File: src/rtl/ac97_sample_capture_pkg.sv
// Shared widths, FSM encoding and the 20-bit saturation helper for the AC'97 capture path.
package ac97_sample_capture_pkg;

    localparam int PCM_W  = 20;
    localparam int GAIN_W = 8;
    localparam int PROD_W = 28;

    localparam logic [PCM_W-1:0] PCM_MAX = 20'h7FFFF;
    localparam logic [PCM_W-1:0] PCM_MIN = 20'h80000;

    // Limits on the unshifted product equivalent to limits on prod[27:4].
    localparam logic signed [PROD_W-1:0] PROD_HI = 28'sh07FFFFF;
    localparam logic signed [PROD_W-1:0] PROD_LO = 28'shF800000;

    typedef enum logic [1:0] {
        ST_IDLE  = 2'd0,
        ST_RUN   = 2'd1,
        ST_STALL = 2'd2
    } state_t;

    function automatic logic [PCM_W-1:0] sat_pcm(input logic signed [PROD_W-1:0] p);
        logic [PCM_W-1:0] r;
        if (p > PROD_HI) begin
            r = PCM_MAX;
        end else if (p < PROD_LO) begin
            r = PCM_MIN;
        end else begin
            r = p[PCM_W+3:4];
        end
        return r;
    endfunction

endpackage

File: src/rtl/ac97_sample_capture_sat_scale.sv
// One PCM channel: registered Q4.4 gain product, then registered shift/saturate output.
module ac97_sample_capture_sat_scale
    import ac97_sample_capture_pkg::*;
(
    input  logic              clock,
    input  logic              reset,
    input  logic [PCM_W-1:0]  sample_i,
    input  logic [GAIN_W-1:0] gain_i,
    input  logic              mute_i,
    input  logic              load_i,
    input  logic              clear_i,
    output logic [PCM_W-1:0]  sample_o
);

    logic signed [PROD_W-1:0] sample_ext;
    logic signed [PROD_W-1:0] gain_ext;
    logic signed [PROD_W-1:0] prod_d;
    logic signed [PROD_W-1:0] prod_q;
    logic [PCM_W-1:0]         out_d;
    logic [PCM_W-1:0]         out_q;

    always_comb begin
        sample_ext = {{(PROD_W-PCM_W){sample_i[PCM_W-1]}}, sample_i};
        gain_ext   = {{(PROD_W-GAIN_W){1'b0}}, gain_i};
        prod_d     = mute_i ? '0 : sample_ext * gain_ext;

        out_d = out_q;
        if (clear_i) begin
            out_d = '0;
        end else if (load_i) begin
            out_d = sat_pcm(prod_q);
        end
    end

    always_ff @(posedge clock or posedge reset) begin
        if (reset) begin
            prod_q <= '0;
            out_q  <= '0;
        end else begin
            prod_q <= prod_d;
            out_q  <= out_d;
        end
    end

    assign sample_o = out_q;

endmodule

File: src/rtl/ac97_sample_capture.sv
// AC'97 frame capture: ready synchronizer, capture/gain pipeline and link watchdog.
// state    | meaning
// ST_IDLE  | after reset, waiting for the first frame edge
// ST_RUN   | frames arriving, watchdog and glitch counter active
// ST_STALL | no frame edge for TIMEOUT cycles, outputs zeroed
module ac97_sample_capture
    import ac97_sample_capture_pkg::*;
#(
    parameter int TIMEOUT  = 2048,
    parameter int MIN_GAP  = 256,
    parameter int WD_WIDTH = 12
) (
    input  logic              clock,
    input  logic              reset,
    input  logic              ready,
    input  logic [PCM_W-1:0]  left_in,
    input  logic [PCM_W-1:0]  right_in,
    input  logic [GAIN_W-1:0] gain,
    input  logic              mute,
    output logic [PCM_W-1:0]  left_out,
    output logic [PCM_W-1:0]  right_out,
    output logic              sample_valid,
    output logic              link_ok,
    output logic [7:0]        glitch_count
);

    localparam logic [WD_WIDTH-1:0] WD_LAST = WD_WIDTH'(TIMEOUT - 1);
    localparam logic [WD_WIDTH-1:0] GAP_MIN = WD_WIDTH'(MIN_GAP);

    logic s1_q, s2_q, s3_q;
    logic rise;

    logic [PCM_W-1:0]  left_c_q, right_c_q;
    logic [GAIN_W-1:0] gain_c_q;
    logic              mute_c_q;
    logic              valid_c_q, valid_m_q, sample_valid_q;

    state_t               state_q;
    logic [WD_WIDTH-1:0]  wd_q;
    logic [7:0]           glitch_q;
    logic                 link_ok_q;
    logic                 stall_entry;

    assign rise        = s2_q & ~s3_q;
    assign stall_entry = (state_q == ST_RUN) & ~rise & (wd_q == WD_LAST);

    always_ff @(posedge clock or posedge reset) begin
        if (reset) begin
            s1_q <= 1'b0;
            s2_q <= 1'b0;
            s3_q <= 1'b0;
        end else begin
            s1_q <= ready;
            s2_q <= s1_q;
            s3_q <= s2_q;
        end
    end

    // Inputs are stable while ready is high, so capturing them on the synced edge is safe.
    always_ff @(posedge clock or posedge reset) begin
        if (reset) begin
            left_c_q       <= '0;
            right_c_q      <= '0;
            gain_c_q       <= '0;
            mute_c_q       <= 1'b0;
            valid_c_q      <= 1'b0;
            valid_m_q      <= 1'b0;
            sample_valid_q <= 1'b0;
        end else begin
            if (rise) begin
                left_c_q  <= left_in;
                right_c_q <= right_in;
                gain_c_q  <= gain;
                mute_c_q  <= mute;
            end
            valid_c_q      <= rise;
            valid_m_q      <= valid_c_q;
            sample_valid_q <= valid_m_q;
        end
    end

    always_ff @(posedge clock or posedge reset) begin
        if (reset) begin
            state_q   <= ST_IDLE;
            wd_q      <= '0;
            glitch_q  <= '0;
            link_ok_q <= 1'b0;
        end else begin
            case (state_q)
                ST_IDLE, ST_STALL: begin
                    if (rise) begin
                        state_q   <= ST_RUN;
                        link_ok_q <= 1'b1;
                        wd_q      <= '0;
                    end
                end
                ST_RUN: begin
                    if (rise) begin
                        wd_q <= '0;
                        if (wd_q < GAP_MIN && glitch_q != 8'hFF) begin
                            glitch_q <= glitch_q + 8'd1;
                        end
                    end else if (wd_q == WD_LAST) begin
                        state_q   <= ST_STALL;
                        link_ok_q <= 1'b0;
                    end else begin
                        wd_q <= wd_q + WD_WIDTH'(1);
                    end
                end
                default: begin
                    state_q   <= ST_IDLE;
                    link_ok_q <= 1'b0;
                end
            endcase
        end
    end

    ac97_sample_capture_sat_scale u_left (
        .clock    (clock),
        .reset    (reset),
        .sample_i (left_c_q),
        .gain_i   (gain_c_q),
        .mute_i   (mute_c_q),
        .load_i   (valid_m_q),
        .clear_i  (stall_entry),
        .sample_o (left_out)
    );

    ac97_sample_capture_sat_scale u_right (
        .clock    (clock),
        .reset    (reset),
        .sample_i (right_c_q),
        .gain_i   (gain_c_q),
        .mute_i   (mute_c_q),
        .load_i   (valid_m_q),
        .clear_i  (stall_entry),
        .sample_o (right_out)
    );

    assign sample_valid = sample_valid_q;
    assign link_ok      = link_ok_q;
    assign glitch_count = glitch_q;

endmodule

File: config.mk
export PLATFORM = sky130hd
export DESIGN_NAME = ac97_sample_capture
export DESIGN_NICKNAME = d
export VERILOG_FILES = /design/src/rtl/ac97_sample_capture_pkg.sv /design/src/rtl/ac97_sample_capture_sat_scale.sv /design/src/rtl/ac97_sample_capture.sv
export SDC_FILE = /design/constraint.sdc
export NUM_CORES = 1
export LEC_CHECK = 0
export ABC_CLOCK_PERIOD_IN_PS = 8100
export BUFFER_PORTS_ARGS = -buffer_cell sky130_fd_sc_hd__buf_2
export CAP_MARGIN = 40
export CORE_MARGIN = 3
export CORE_UTILIZATION = 52
export DETAILED_ROUTE_END_ITERATION = 6
export PLACE_DENSITY = 0.7
export SLEW_MARGIN = 20
export SYNTH_ARGS = -nofsm -noshare
export SYNTH_HDL_FRONTEND = slang
export SYNTH_SLANG_ARGS = --single-unit
File: constraint.sdc
create_clock -name clock -period 8.1 [get_ports clock]
set_clock_uncertainty 0.2 [all_clocks]
set_input_delay 0.81 -clock clock [delete_from_list [all_inputs] [get_ports clock]]
set_output_delay 0.81 -clock clock [all_outputs]
set_load 0.05 [all_outputs]
==> metrics list <==
* Status: complete, no violations
* Arrival time worst endpoint: 5930 ps
- # Max-Cap Violations: 0
- In this run the cell area of the synthesized design comes to 17,600 um2.
* Critical path class: reg2reg
- The final layout contains routed wiring with a total length of 41.0 mm.
- After the first detailed-routing iteration, the DRC count stood at 872.
- Summing the areas of all compound-gate instances in the mapped netlist gives 9.15% of the synthesized area.
- Clk_lat worst skew: 460 ps
- Vertical die dimension: 190 um
- For this run the aggregate overflow at the end of global routing stands at 0.
- GR met3 Demand/Resource: 5.80%
* Count of standard-cell rows: 66
* Combinational family with the most area after synthesis: adder cells
- Global-route usage over all layers: 23.9%
- Number of remaining DRC errors: 0
- STA classifies the critical path startpoint as a flop.
- 102 I/O pins were placed.
- Area share of and/or/nand/nor cells after synthesis: 18.8%
* Worst-case vdd ir drop: 0.219 mV
* CTS max path bufs: 2
- Placed wire-length estimate: 31.2 mm
- Count of hold buffers inserted by post-cts repair: 0
- Worst setup EP type: flop
- Clock tree sinks: 165
- Starting density of the core: 53.3%
- Number of pins exceeding their max-slew limit in the final report: 0
- Number of port buffers: 101
* Cells taking the most area after synthesis: sky130_fd_sc_hd__fa_1, sky130_fd_sc_hd__dfrtp_1, sky130_fd_sc_hd__ha_1
* Async S/R FF share, synth: 100%
- Fraction of the yosys area taken by sequential cells: 23.5%
- Number of detailed-routing iterations run before antenna repair: 5
- Pin count of the biggest net entering global routing: 69
- Growth of design area from synthesis to finish: 8.71%
* Max Clk Rate: 173 MHz
* Clock-pin slew on the worst setup and hold paths: 80 ps
* Synth warn: 0
- In this run the tightest slew margin relative to its limit is 51.9%.
- For the worst setup path, the data required time is 8240 ps.
- The synthesized netlist contains 62 unique library cells.
* Portion of netlist area occupied by mux cells: 0.954%
- Proportion of layout cells with a drive suffix above 1: 8.60%
* Measured slew at the worst slew-check pin: 716 ps
- For the finished layout, the period the worst path requires is 5790 ps.
- Number of H-tree levels: 4
- The routed layout has 12,986 vias.
- After layout, the worst path uses 71.5% of the clock period.
- In this run the remaining antenna-violating nets after routing total 0.
* Die Footprint: 36,000 um2
- Placer congestion estimate: 0.914
- In this run the static leakage power is 0.0101 uW.
* Number of failing setup endpoints in the final timing report: 0
- For this run, the post-layout net count is 2,410.
* XOR/XNOR Fraction of Synth Area: 1.84%
- Hold Path Class: in2async
* Total of fill cells in the finished design: 2,858
* Commonest non-fill, non-tap cells in the layout: sky130_fd_sc_hd__inv_1, sky130_fd_sc_hd__nand2_1, sky130_fd_sc_hd__fa_1
* EDFF count, synth: 0
- Measured along the x axis, the die boundary spans 190 um.
* Global Route met2 Usage: 34.2%
- Met1 Resource Use GR: 36.9%
* Power share of the clock group: 11.6%
* Net switching fraction of the power: 52.0%
- Internal power component: 3700 uW
* Final count of hold timing violations: 0
- The number of antenna violations at the first check in global routing was 1.
* Adder and majority gate portion of the synthesized area: 36.2%
- The cell sitting at the root of the clock tree is a sky130_fd_sc_hd__clkbuf_16.
* #FFs+latches synth: 165
* Total design power: 7710 uW
* Resize count post-CTS: 0
* PD cells: 404 nW/um2
- Clock tree from TritonCTS: built
* First-pass GRT wire length: 69.3 mm
- Number of post-CTS setup repair buffers: 0
- Core footprint: 32,900 um2
- The via count of the first global-routing pass is 13,691.
- The number of antenna diodes in the final layout is 0.
- Unrepaired setup endpoints after global routing: no
* Fraction of post-synthesis cell area in the top cell type by area: 28.3%
- The biggest area contributor in the post-synthesis netlist is sky130_fd_sc_hd__fa_1.
- Along the worst path, the maximum fanout reaches 20.
- Syn Area/Cell: 9.00 um2
- Switching power: 4010 uW
- Logic gate share of total power: 71.1%
- Counting every net in the synthesized netlist gives 2,364.
* Cell count after synthesis: 1,952
* Sequential power share: 17.3%
* Most Used Layer, Global Route: met1
* Commonest non-fill, non-tap cell in the layout: sky130_fd_sc_hd__inv_1
* Number of clock buffers inserted by TritonCTS: 17
- Wire length per cell: 16.7 um
- Among all flip-flop cells after synthesis, the most frequent one is sky130_fd_sc_hd__dfrtp_1.
- Total Negative Setup Slacks: 0 ps
* Routed vias/inst: 5.29
[state kept, by name, indices dropped and copies added (netlist names)]
| name | count |
|---|---|
| u_left.prod_q | 24 |
| u_right.prod_q | 24 |
| left_c_q | 20 |
| right_c_q | 20 |
| u_left.sample_o | 20 |
| u_right.sample_o | 20 |
| wd_q | 12 |
| gain_c_q | 8 |
| glitch_count | 8 |
| state_q | 2 |
| mute_c_q | 1 |
| s1_q | 1 |
| s2_q | 1 |
| s3_q | 1 |
| sample_valid | 1 |
| valid_c_q | 1 |
| valid_m_q | 1 |
[cell type report]
type                       count  area [um2]  share of cell area [%]
multi-input combinational   1343       11800                    61.7
timing repair buffer         119         681                    3.56
clock buffer                  17         425                    2.23
tap                          442         553                    2.89
inverter                     352        1330                    6.94
sequential                   165        4130                    21.6
clock inverter                15         206                    1.08
[stage by stage]
step / hold WS [ps] / std cells / setup slack (ps) / util, % / cell area [um2]
final: 134 / 2453 / 2310 / 58.0 / 19100
after global routing: 141 / 2453 / 1970 / 58.0 / 19100
after CTS: 129 / 2453 / 2340 / 58.0 / 19100
after detailed placement: 136 / 2421 / 2370 / 56.1 / 18500
after global placement: 134 / 2418 / 2480 / 55.9 / 18400
after floorplan: 131 / 1952 / 2630 / - / 17600
[cell families after synthesis]
group,count (synthesis)
buffers and inverters,444
XOR/XNOR,37
AND/OR/NAND/NOR,698
multiplexers,15
flip-flops,165
AO/OA/AOI/OAI,233
adder cells (fa/ha/maj),360
[cell usage after synthesis, drive strengths merged, types with 3 or more instances]
cell type / number
a211oi: 15
and4: 3
inv: 351
o211ai: 8
xor2: 11
or2: 4
a21boi: 3
nand2b: 6
a31oi: 7
buf: 8
ha: 112
a21o: 22
o2bb2ai: 38
o2111ai: 4
nor2: 86
and2: 181
or3: 4
nor2b: 20
o21a: 7
nand2: 324
a31o: 4
nand3: 18
mux2: 14
fa: 248
dfrtp: 165
a21oi: 57
a221o: 3
nand3b: 3
nor3: 23
clkbuf: 84
and3: 6
o31ai: 7
o21ai: 37
nor4: 6
xnor2: 26
nand4: 10
[metal layers]
metal  wire [um]  part of all wire, %  vias to the layer above
li1            -                    -                     6148
met1       19900                   49                     6293
met2       17000                   41                      501
met3        3610                  8.8                       44
met4         536                  1.3                        0
met5           0                    0                        -
[critical path, stage by stage, from the launching register on]
cell,delay (ps)
sky130_fd_sc_hd__dfrtp_1,810
sky130_fd_sc_hd__buf_4,400
sky130_fd_sc_hd__nand2_1,120
sky130_fd_sc_hd__fa_1,500
sky130_fd_sc_hd__inv_1,60
sky130_fd_sc_hd__fa_1,460
sky130_fd_sc_hd__fa_1,500
sky130_fd_sc_hd__inv_1,60
sky130_fd_sc_hd__fa_1,530
sky130_fd_sc_hd__inv_1,40
sky130_fd_sc_hd__ha_1,340
sky130_fd_sc_hd__a211oi_1,250
sky130_fd_sc_hd__nor2_1,90
sky130_fd_sc_hd__o31ai_1,430
sky130_fd_sc_hd__o211ai_1,240
sky130_fd_sc_hd__a41oi_1,290
sky130_fd_sc_hd__mux2_2,360
[final timing paths]
path	startpoint	to	slack (ps)	depth (start not counted)
setup / recovery	gain_c_q[0]	u_left.prod_q[25]	2310	16
hold / removal	reset	u_left.prod_q[9]	130	2
setup reg to reg	gain_c_q[0]	u_left.prod_q[25]	2310	16
hold reg to reg	valid_c_q	valid_m_q	150	0
max in group asynchronous	reset	u_right.sample_o[18]	6620	4
min in group clock	valid_c_q	valid_m_q	150	0
[power by group through the flow]
| stage | clock network, uW | logic [uW] | registers, uW |
|---|---|---|---|
| after floorplan | 0 | 3840 | 1630 |
| after global placement | 0 | 5290 | 1340 |
| after detailed placement | 0 | 5420 | 1340 |
| after CTS | 915 | 5460 | 1330 |
| after global routing | 950 | 6200 | 1370 |
| final | 897 | 5480 | 1330 |
Power figures use the tool's default switching activity.
